**src/rtl/regfile_ctx_if.sv**
```systemverilog
// Register-file bus: write/read ports, load scoreboard and dump stream.
// master drives requests; slave is the register file.
interface regfile_ctx_if #(
    parameter int unsigned DATA_W = 16,
    parameter int unsigned ADDR_W = 3,
    parameter int unsigned BANK_W = 1
);
    logic              LD_REG;
    logic [ADDR_W-1:0] DR;
    logic [DATA_W-1:0] D;
    logic [BANK_W-1:0] BANK_SEL;
    logic [ADDR_W-1:0] SR1;
    logic [ADDR_W-1:0] SR2;
    logic [DATA_W-1:0] SR1_out;
    logic [DATA_W-1:0] SR2_out;
    logic              MARK_BUSY;
    logic [ADDR_W-1:0] MARK_DR;
    logic              SR1_busy;
    logic              SR2_busy;
    logic              DUMP_START;
    logic [BANK_W-1:0] DUMP_BANK;
    logic              DUMP_VALID;
    logic              DUMP_READY;
    logic [ADDR_W-1:0] DUMP_ADDR;
    logic [DATA_W-1:0] DUMP_DATA;
    logic              DUMP_BUSY;
    logic              DUMP_DONE;

    modport master (
        output LD_REG, DR, D, BANK_SEL, SR1, SR2, MARK_BUSY, MARK_DR,
               DUMP_START, DUMP_BANK, DUMP_READY,
        input  SR1_out, SR2_out, SR1_busy, SR2_busy,
               DUMP_VALID, DUMP_ADDR, DUMP_DATA, DUMP_BUSY, DUMP_DONE
    );

    modport slave (
        input  LD_REG, DR, D, BANK_SEL, SR1, SR2, MARK_BUSY, MARK_DR,
               DUMP_START, DUMP_BANK, DUMP_READY,
        output SR1_out, SR2_out, SR1_busy, SR2_busy,
               DUMP_VALID, DUMP_ADDR, DUMP_DATA, DUMP_BUSY, DUMP_DONE
    );
endinterface

```
**src/rtl/regfile_ctx.sv**
```systemverilog
// Banked LC-3 register file: 2 read / 1 write ports, optional bypass,
// per-register load scoreboard and a serial bank dump engine.
module regfile_ctx #(
    parameter int unsigned DATA_W    = 16,
    parameter int unsigned NUM_REGS  = 8,
    parameter int unsigned ADDR_W    = $clog2(NUM_REGS),
    parameter int unsigned NUM_BANKS = 2,
    parameter int unsigned BANK_W    = (NUM_BANKS > 1) ? $clog2(NUM_BANKS) : 1,
    parameter int unsigned BYPASS    = 1
) (
    input  logic          Clk,
    input  logic          Reset,
    regfile_ctx_if.slave  bus
);
    localparam int unsigned LAST = NUM_REGS - 1;

    typedef enum logic [1:0] {IDLE, SEND, DONE} state_t;

    logic [DATA_W-1:0]   regs_q [NUM_BANKS][NUM_REGS];
    logic [DATA_W-1:0]   regs_d [NUM_BANKS][NUM_REGS];
    logic [NUM_REGS-1:0] busy_q [NUM_BANKS];
    logic [NUM_REGS-1:0] busy_d [NUM_BANKS];

    state_t            state_q, state_d;
    logic [ADDR_W-1:0] idx_q, idx_d;
    logic [BANK_W-1:0] dbank_q, dbank_d;
    logic [ADDR_W-1:0] daddr_q, daddr_d;
    logic [DATA_W-1:0] ddata_q, ddata_d;
    logic              dvalid_q, dvalid_d;
    logic              dbusy_q, dbusy_d;
    logic              ddone_q, ddone_d;

    function automatic logic in_range(input logic [BANK_W-1:0] b, input logic [ADDR_W-1:0] a);
        return (32'(b) < NUM_BANKS) && (32'(a) < NUM_REGS);
    endfunction

    // Stored (pre-edge) value; anything out of range reads as zero.
    function automatic logic [DATA_W-1:0] stored(input logic [BANK_W-1:0] b, input logic [ADDR_W-1:0] a);
        if (in_range(b, a)) return regs_q[b][a];
        return '0;
    endfunction

    function automatic logic busy_bit(input logic [BANK_W-1:0] b, input logic [ADDR_W-1:0] a);
        if (in_range(b, a)) return busy_q[b][a];
        return 1'b0;
    endfunction

    logic wr_en, mark_en, byp1, byp2;

    assign wr_en   = bus.LD_REG && in_range(bus.BANK_SEL, bus.DR);
    assign mark_en = bus.MARK_BUSY && in_range(bus.BANK_SEL, bus.MARK_DR);
    assign byp1    = (BYPASS != 0) && wr_en && (bus.DR == bus.SR1);
    assign byp2    = (BYPASS != 0) && wr_en && (bus.DR == bus.SR2);

    assign bus.SR1_out  = byp1 ? bus.D : stored(bus.BANK_SEL, bus.SR1);
    assign bus.SR2_out  = byp2 ? bus.D : stored(bus.BANK_SEL, bus.SR2);
    assign bus.SR1_busy = byp1 ? 1'b0 : busy_bit(bus.BANK_SEL, bus.SR1);
    assign bus.SR2_busy = byp2 ? 1'b0 : busy_bit(bus.BANK_SEL, bus.SR2);

    // Mark is applied after the write so a reissued load keeps the register busy.
    always_comb begin
        regs_d = regs_q;
        busy_d = busy_q;
        if (wr_en) begin
            regs_d[bus.BANK_SEL][bus.DR] = bus.D;
            busy_d[bus.BANK_SEL][bus.DR] = 1'b0;
        end
        if (mark_en) begin
            busy_d[bus.BANK_SEL][bus.MARK_DR] = 1'b1;
        end
    end

    always_ff @(posedge Clk or posedge Reset) begin
        if (Reset) begin
            for (int b = 0; b < int'(NUM_BANKS); b++) begin
                busy_q[b] <= '0;
                for (int r = 0; r < int'(NUM_REGS); r++) begin
                    regs_q[b][r] <= '0;
                end
            end
        end else begin
            regs_q <= regs_d;
            busy_q <= busy_d;
        end
    end

    // Dump engine: each beat is a snapshot of stored state when loaded.
    always_comb begin
        state_d = state_q;
        idx_d   = idx_q;
        dbank_d = dbank_q;
        daddr_d = daddr_q;
        ddata_d = ddata_q;
        unique case (state_q)
            IDLE: begin
                if (bus.DUMP_START) begin
                    dbank_d = bus.DUMP_BANK;
                    idx_d   = '0;
                    daddr_d = '0;
                    ddata_d = stored(bus.DUMP_BANK, '0);
                    state_d = SEND;
                end
            end
            SEND: begin
                if (bus.DUMP_READY) begin
                    if (idx_q == ADDR_W'(LAST)) begin
                        state_d = DONE;
                    end else begin
                        idx_d   = idx_q + ADDR_W'(1);
                        daddr_d = idx_q + ADDR_W'(1);
                        ddata_d = stored(dbank_q, idx_q + ADDR_W'(1));
                    end
                end
            end
            DONE:    state_d = IDLE;
            default: state_d = IDLE;
        endcase
        dvalid_d = (state_d == SEND);
        dbusy_d  = (state_d != IDLE);
        ddone_d  = (state_d == DONE);
    end

    always_ff @(posedge Clk or posedge Reset) begin
        if (Reset) begin
            state_q  <= IDLE;
            idx_q    <= '0;
            dbank_q  <= '0;
            daddr_q  <= '0;
            ddata_q  <= '0;
            dvalid_q <= 1'b0;
            dbusy_q  <= 1'b0;
            ddone_q  <= 1'b0;
        end else begin
            state_q  <= state_d;
            idx_q    <= idx_d;
            dbank_q  <= dbank_d;
            daddr_q  <= daddr_d;
            ddata_q  <= ddata_d;
            dvalid_q <= dvalid_d;
            dbusy_q  <= dbusy_d;
            ddone_q  <= ddone_d;
        end
    end

    assign bus.DUMP_VALID = dvalid_q;
    assign bus.DUMP_BUSY  = dbusy_q;
    assign bus.DUMP_DONE  = ddone_q;
    assign bus.DUMP_ADDR  = daddr_q;
    assign bus.DUMP_DATA  = ddata_q;
endmodule

```
**src/flat_wrapper.sv**
```systemverilog
// flat-port wrapper written by rule: the top's interface ports become plain ports
module regfile_ctx_flat 
#(
    parameter int unsigned DATA_W    = 16,
    parameter int unsigned NUM_REGS  = 8,
    parameter int unsigned ADDR_W    = $clog2(NUM_REGS),
    parameter int unsigned NUM_BANKS = 2,
    parameter int unsigned BANK_W    = (NUM_BANKS > 1) ? $clog2(NUM_BANKS) : 1,
    parameter int unsigned BYPASS    = 1
)
  (Clk, Reset, bus_LD_REG, bus_DR, bus_D, bus_BANK_SEL, bus_SR1, bus_SR2, bus_MARK_BUSY, bus_MARK_DR, bus_DUMP_START, bus_DUMP_BANK, bus_DUMP_READY, bus_SR1_out, bus_SR2_out, bus_SR1_busy, bus_SR2_busy, bus_DUMP_VALID, bus_DUMP_ADDR, bus_DUMP_DATA, bus_DUMP_BUSY, bus_DUMP_DONE);
  regfile_ctx_if #(.DATA_W(DATA_W), .ADDR_W(ADDR_W), .BANK_W(BANK_W)) bus_i ();
  input  logic Clk;
  input  logic Reset;
  input wire logic [$bits(bus_i.LD_REG)-1:0] bus_LD_REG;
  input wire logic [$bits(bus_i.DR)-1:0] bus_DR;
  input wire logic [$bits(bus_i.D)-1:0] bus_D;
  input wire logic [$bits(bus_i.BANK_SEL)-1:0] bus_BANK_SEL;
  input wire logic [$bits(bus_i.SR1)-1:0] bus_SR1;
  input wire logic [$bits(bus_i.SR2)-1:0] bus_SR2;
  input wire logic [$bits(bus_i.MARK_BUSY)-1:0] bus_MARK_BUSY;
  input wire logic [$bits(bus_i.MARK_DR)-1:0] bus_MARK_DR;
  input wire logic [$bits(bus_i.DUMP_START)-1:0] bus_DUMP_START;
  input wire logic [$bits(bus_i.DUMP_BANK)-1:0] bus_DUMP_BANK;
  input wire logic [$bits(bus_i.DUMP_READY)-1:0] bus_DUMP_READY;
  output wire logic [$bits(bus_i.SR1_out)-1:0] bus_SR1_out;
  output wire logic [$bits(bus_i.SR2_out)-1:0] bus_SR2_out;
  output wire logic [$bits(bus_i.SR1_busy)-1:0] bus_SR1_busy;
  output wire logic [$bits(bus_i.SR2_busy)-1:0] bus_SR2_busy;
  output wire logic [$bits(bus_i.DUMP_VALID)-1:0] bus_DUMP_VALID;
  output wire logic [$bits(bus_i.DUMP_ADDR)-1:0] bus_DUMP_ADDR;
  output wire logic [$bits(bus_i.DUMP_DATA)-1:0] bus_DUMP_DATA;
  output wire logic [$bits(bus_i.DUMP_BUSY)-1:0] bus_DUMP_BUSY;
  output wire logic [$bits(bus_i.DUMP_DONE)-1:0] bus_DUMP_DONE;
  assign bus_i.LD_REG = bus_LD_REG;
  assign bus_i.DR = bus_DR;
  assign bus_i.D = bus_D;
  assign bus_i.BANK_SEL = bus_BANK_SEL;
  assign bus_i.SR1 = bus_SR1;
  assign bus_i.SR2 = bus_SR2;
  assign bus_i.MARK_BUSY = bus_MARK_BUSY;
  assign bus_i.MARK_DR = bus_MARK_DR;
  assign bus_i.DUMP_START = bus_DUMP_START;
  assign bus_i.DUMP_BANK = bus_DUMP_BANK;
  assign bus_i.DUMP_READY = bus_DUMP_READY;
  assign bus_SR1_out = bus_i.SR1_out;
  assign bus_SR2_out = bus_i.SR2_out;
  assign bus_SR1_busy = bus_i.SR1_busy;
  assign bus_SR2_busy = bus_i.SR2_busy;
  assign bus_DUMP_VALID = bus_i.DUMP_VALID;
  assign bus_DUMP_ADDR = bus_i.DUMP_ADDR;
  assign bus_DUMP_DATA = bus_i.DUMP_DATA;
  assign bus_DUMP_BUSY = bus_i.DUMP_BUSY;
  assign bus_DUMP_DONE = bus_i.DUMP_DONE;
  regfile_ctx #(.DATA_W(DATA_W), .NUM_REGS(NUM_REGS), .ADDR_W(ADDR_W), .NUM_BANKS(NUM_BANKS), .BANK_W(BANK_W), .BYPASS(BYPASS)) u_core (.Clk(Clk), .Reset(Reset), .bus(bus_i));
endmodule
```
**config.mk**
```make
export PLATFORM = sky130hd
export DESIGN_NAME = regfile_ctx_flat
export DESIGN_NICKNAME = d
export VERILOG_FILES = /design/src/rtl/regfile_ctx_if.sv /design/src/rtl/regfile_ctx.sv /design/src/flat_wrapper.sv
export SDC_FILE = /design/constraint.sdc
export NUM_CORES = 1
export LEC_CHECK = 0
export BUFFER_PORTS_ARGS = -buffer_cell sky130_fd_sc_hd__buf_2
export CAP_MARGIN = 20
export CORE_MARGIN = 2
export CORE_UTILIZATION = 43
export DETAILED_ROUTE_END_ITERATION = 10
export GPL_ROUTABILITY_DRIVEN = 0
export PLACE_DENSITY = 0.71
export SYNTH_ARGS = -nofsm -noshare
export SYNTH_HDL_FRONTEND = slang
export SYNTH_SLANG_ARGS = --single-unit
```
**constraint.sdc**
```tcl
create_clock -name Clk -period 8.7 [get_ports Clk]
set_input_delay 0.435 -clock Clk [delete_from_list [all_inputs] [get_ports Clk]]
set_output_delay 0.435 -clock Clk [all_outputs]
set_load 0.01 [all_outputs]
```
* Yosys cells after proc, flatten, opt, wreduce, memory -nomap -nowiden
Index checks and enable logic that the tools add are counted.
** Word-level totals
- Input bits :: 36
- Word-level logic and storage cells :: 134
- Output and inout bits :: 56
- Bits in registers :: 297
** Cells by class
- Bitwise gates (word level) :: 10
- Equal/unequal tests :: 9
- Muxes and demuxes :: 63
- Reductions and logical operators :: 11
- Add/subtract/negate cells :: 1
- Magnitude comparators :: 15
** Operators with widths (number)
- $mux W128 :: 10
- $bwmux W256 :: 1
- $mux W16 :: 16
- $bmux W16 S3 :: 3
- $demux W128 S1 :: 1
- $demux W16 S3 :: 1
- $mux W8 :: 5
- $pmux W16 S2 :: 1
- $and A16 B16 Y16 :: 1
- $demux W8 S1 :: 2
- $ge A4 B4 Y1 const B :: 4
- $lt A3 B4 Y1 const B :: 4
- $not A16 Y16 :: 1
- $not A3 Y4 :: 4
- $or A16 B16 Y16 :: 1
- $mux W1 :: 11
- $mux W3 :: 3
- $bmux W1 S3 :: 2
- $demux W1 S3 :: 2
- $eq A3 B3 Y1 :: 2
- $ge A2 B2 Y1 const B :: 3
- $ge A3 B1 Y1 const B :: 2
- $logic_and A1 B1 Y1 :: 6
- $mux W2 :: 3
- other kinds (14) :: 20

* Depth between registers and ports, before layout
- Depth in word-level cells :: 11
- Gate-level depth with buffers :: 9
- Depth with buffers taken out :: 6

* Worst setup path before layout
No wires, ideal clock.
- Path kind :: input port to output port
- From :: in bus_SR1[1]
- To :: out bus_SR1_out[0]
- Path buffers :: 3
- Path slack :: 6.438 ns
- Data arrival time :: 1.827 ns
- Data required time :: 8.265 ns
- Cell stages on the path :: 6
- Cells stage by stage :: clkbuf_1 buf_4 buf_4 mux4_2 mux2i_1 o221ai_1
** On the way
- Cells in the longest elaborated chain, start to end :: 5
- Elaborated cells between the ends (all ways) :: 7
- Those cells by class :: 1 x eq/ne; 4 x mux; 1 x bitwise; 1 x reduce/logical
** RTL lines
- start: declaration :: line flat_wrapper.sv:19 : input wire logic [$bits(bus_i.SR1)-1:0] bus_SR1;
- $not A3 Y4 (implied by the code) :: line regfile_ctx.sv:39 : if (in_range(b, a)) return regs_q[b][a];
- $bmux W16 S3 :: line regfile_ctx.sv:39
- $mux W16 (implied by the code) (2 in series) :: line regfile_ctx.sv:39
- $mux W16 * :: line regfile_ctx.sv:55 : assign bus.SR1_out = byp1 ? bus.D : stored(bus.BANK_SEL, bus.SR1);
- end: declaration :: line flat_wrapper.sv:26 : output wire logic [$bits(bus_i.SR1_out)-1:0] bus_SR1_out;
Mark *: on every way between the ends. The rest lies on a longest branch, timed or not. The select of a mux whose other input is x is not followed.

* Worst setup path after layout
- From :: in bus_SR2[2]
- To :: out bus_SR2_out[5]
** On the way
- Cells in the longest elaborated chain, start to end :: 5
- Elaborated cells between the ends (all ways) :: 7
- Those cells by class :: 1 x eq/ne; 4 x mux; 1 x bitwise; 1 x reduce/logical
** RTL lines
- start: declaration :: line flat_wrapper.sv:20 : input wire logic [$bits(bus_i.SR2)-1:0] bus_SR2;
- $not A3 Y4 (implied by the code) :: line regfile_ctx.sv:39
- $bmux W16 S3 :: line regfile_ctx.sv:39
- $mux W16 (implied by the code) (2 in series) :: line regfile_ctx.sv:39
- $mux W16 * :: line regfile_ctx.sv:56 : assign bus.SR2_out = byp2 ? bus.D : stored(bus.BANK_SEL, bus.SR2);
- end: declaration :: line flat_wrapper.sv:27 : output wire logic [$bits(bus_i.SR2_out)-1:0] bus_SR2_out;
Marked as above.

==> flow_metrics.env <==
export IMPL_status="complete, no violations"
export IMPL_io_buffers=91
export IMPL_worstSetupStartpoint="bus_SR2[2]"
export IMPL_drv_slew=0
export IMPL_drc_errors=0
export IMPL_grt_pass1_vias=13000
export IMPL_most_common_layout_cells="dfrtp_1, mux2_2, mux4_2"
export IMPL_critPathMaxStageDelay_ns=0.82
export IMPL_viasPerCell=6.78
export IMPL_finalClockSkew_ns=0.0224
export IMPL_avgSynthCellArea_um2=13.8
export IMPL_layout_drive_gt1_share=0.484
export IMPL_htreeDepth=2
export IMPL_diodes=0
export IMPL_synthArstFlopShare=1.00
export IMPL_drtIter0Drc=1744
export IMPL_grt_usage=0.258
export IMPL_yosys_warnings=0
export IMPL_die_w_um=210
export IMPL_arrival_ns=3.24
export IMPL_fin_ws_ns=5.03
export IMPL_regToRegStartpoint="u_core.dbank_q$_DFFE_PP0P_"
export IMPL_hold_buffers=0
export IMPL_ir_drop_mv=0.148
export IMPL_hpwl_um=32900
export IMPL_cp_common_cell="buf_4"
export IMPL_hold_viol_final=0
export IMPL_p_leak_uw=0.00834
export IMPL_fin_crit_sh=0.422
export IMPL_synth_cell_types=48
export IMPL_ff2ff_setup_slack_ns=5.53
export IMPL_syn_area_um2=18300
export IMPL_crit_end="bus_SR2_out[5]"
export IMPL_netlist_instances=1319
export IMPL_regArea_um2=7440
export IMPL_path_cells="buf_2, buf_4, xnor2_1, nand4_1, buf_4, and2_1, buf_4, a221oi_1, buf_2"
export IMPL_yosysSeqAreaShare=0.407
export IMPL_crit_family="buffers and inverters"
export IMPL_cp_start_kind="input pin"
export IMPL_clk_pin_slew_ns=0.06
export IMPL_wl_per_cell_um=29.6
export IMPL_antenna_left=0
export IMPL_reg2regPathDepth=6
export IMPL_grt_pass1_wl_um=84900
export IMPL_slowest_stage="buf_4"
export IMPL_worstMarginPinSlew_ns=1.13
export IMPL_cap_violations=0
export IMPL_nets=1388
export IMPL_clock_sinks=297
export IMPL_yosys_most_used_dff="dfrtp_1"
export IMPL_fin_crit_ns=3.67
export IMPL_path_max_fanout=67
export IMPL_rsz0062_at_grt="false"
export IMPL_rows=75
export IMPL_reg2reg_to="u_core.bus.DUMP_DATA[7]$_DFFE_PP0P_"
export IMPL_path_depth=9
export IMPL_vias=13000
export IMPL_layout_commonest_cell="dfrtp_1"
export IMPL_postLayoutCellArea_um2=20200
export IMPL_hold_class="in -> async"
export IMPL_multiInputGateArea_um2=10100
export IMPL_n_fill_cell=3594
export IMPL_cp_required_ns=8.27
export IMPL_setup_tns_ns=0
export IMPL_globalRoute_totalOverflow=0
export IMPL_grt_max_degree=170
export IMPL_totalWireLength_um=56800
export IMPL_dp_worst_setup_slack_ns=5.12
export IMPL_hold_ws_ns=0.0334
export IMPL_ys_ff_latch=297
export IMPL_path_buf_inv=5
export IMPL_end_kind="output pin"
export IMPL_ios=92
export IMPL_powerDensity_nw_per_um2=301
export IMPL_cts_resized_gates=0
export IMPL_path_class="in -> out"
export IMPL_total_power_uw=6090
export IMPL_syn2layout_area_growth_pct=10.8
export IMPL_root_buffer="clkbuf_16"
export IMPL_synth_edf_count=0
export IMPL_slew_limit_headroom=0.242
export IMPL_dieArea_um2=44100
export IMPL_antenna_found_initial=0
export IMPL_numCtsBuffers=36
export IMPL_finalSetupViolations=0
export IMPL_clk_latency_ns=0.54
export IMPL_die_y_um=210
export IMPL_fp_coreArea_um2=41900
export IMPL_syn_num_nets=1357
export IMPL_placed_cell_area_um2=19000
export IMPL_drt_pre_antenna_iters=6
export IMPL_clock_fmax_mhz=272
export IMPL_post_cts_buffers=0
export IMPL_cts_tree="done"
export IMPL_initial_core_util=0.435
export IMPL_cts_max_path_buffers=3
-- synthesized netlist by cell type, types with 31 or more instances --
cell type	instances	area [µm²]
a221oi_1	31	272
buf_2	48	240
buf_4	31	233
clkbuf_1	43	161
dfrtp_1	297	7430
mux2_2	279	3140
mux2i_1	115	1150
mux4_2	167	3760
nand2_1	76	285
nor2_1	37	139
o22ai_1	34	213
-- worst min-delay path by stage --
stage                                           start                        endpoint  slack (ns)  cells past startpoint
final                                           Reset  u_core.regs_q[141]$_DFFE_PP0P_        0.03                      2
after floorplan            u_core.busy_q[9]$_DFF_PP0_      u_core.busy_q[9]$_DFF_PP0_        0.46                      2
after detailed placement   u_core.busy_q[9]$_DFF_PP0_      u_core.busy_q[9]$_DFF_PP0_        0.50                      2
after global routing                            Reset  u_core.regs_q[141]$_DFFE_PP0P_        0.15                      2
after CTS                                       Reset  u_core.regs_q[141]$_DFFE_PP0P_        0.13                      2
after global placement    u_core.busy_q[14]$_DFF_PP0_     u_core.busy_q[14]$_DFF_PP0_        0.48                      2
-- worst reg2reg max path, stage by stage, from the launching register on --
cell and delay [ns]:
dfrtp_4 0.56, buf_4 0.69, buf_4 0.69, mux2_2 0.44, a221oi_1 0.43, a31o_2 0.17
a21oi_1 0.06
-- state kept, by name (all words and copies together) (netlist names) --
register / count
u_core.bus.DUMP_DATA: 16
u_core.regs_q: 256
u_core.bus.DUMP_DONE: 1
u_core.dbank_q: 1
u_core.bus.DUMP_VALID: 1
u_core.idx_q: 3
u_core.bus.DUMP_BUSY: 1
u_core.state_q: 2
u_core.busy_q: 16
-- logic make-up after synthesis --
logic type / synth area share
adders and majority gates: 0.00137
and+or+nand+nor: 0.0402
xor gates and xnor gates: 0.00288
DFF: 0.407
AOI/OAI and AO/OA: 0.0576
muxes: 0.449
buffers and inverters: 0.0415
-- per-layer routing --
metal | track usage | vias up | wire length, µm
li1 | - | 5224 | -
met1 | 0.367 | 6781 | 23100
met2 | 0.386 | 862 | 25500
met3 | 0.0678 | 133 | 6290
met4 | 0.0902 | 0 | 1860
met5 | 0 | - | 0
-- power breakdown --
| group | switching, µW | internal (µW) | leakage, µW | total [µW] |
|---|---|---|---|---|
| Sequential | 388 | 1740 | 0.00362 | 2120 |
| Clock | 605 | 965 | 0.000594 | 1570 |
| Combinational | 1200 | 1200 | 0.00412 | 2400 |
-- layout make-up --
| type | instances | area share |
|---|---|---|
| Multi-Input combinational cell | 881 | 0.498 |
| Sequential cell | 297 | 0.368 |
| Clock buffer | 54 | 0.0524 |
| Timing Repair Buffer | 128 | 0.0382 |
| Tap cell | 539 | 0.0333 |
| Clock inverter | 11 | 0.00872 |
| Inverter | 6 | 0.00148 |
-- stage by stage --
| step | instances | utilization |
|---|---|---|
| after floorplan | 1319 | - |
| after global placement | 1850 | 0.452 |
| after detailed placement | 1850 | 0.452 |
| after CTS | 1915 | 0.482 |
| after global routing | 1916 | 0.482 |
| final | 1916 | 0.482 |
No activity file was read; power rests on OpenSTA's default activity.
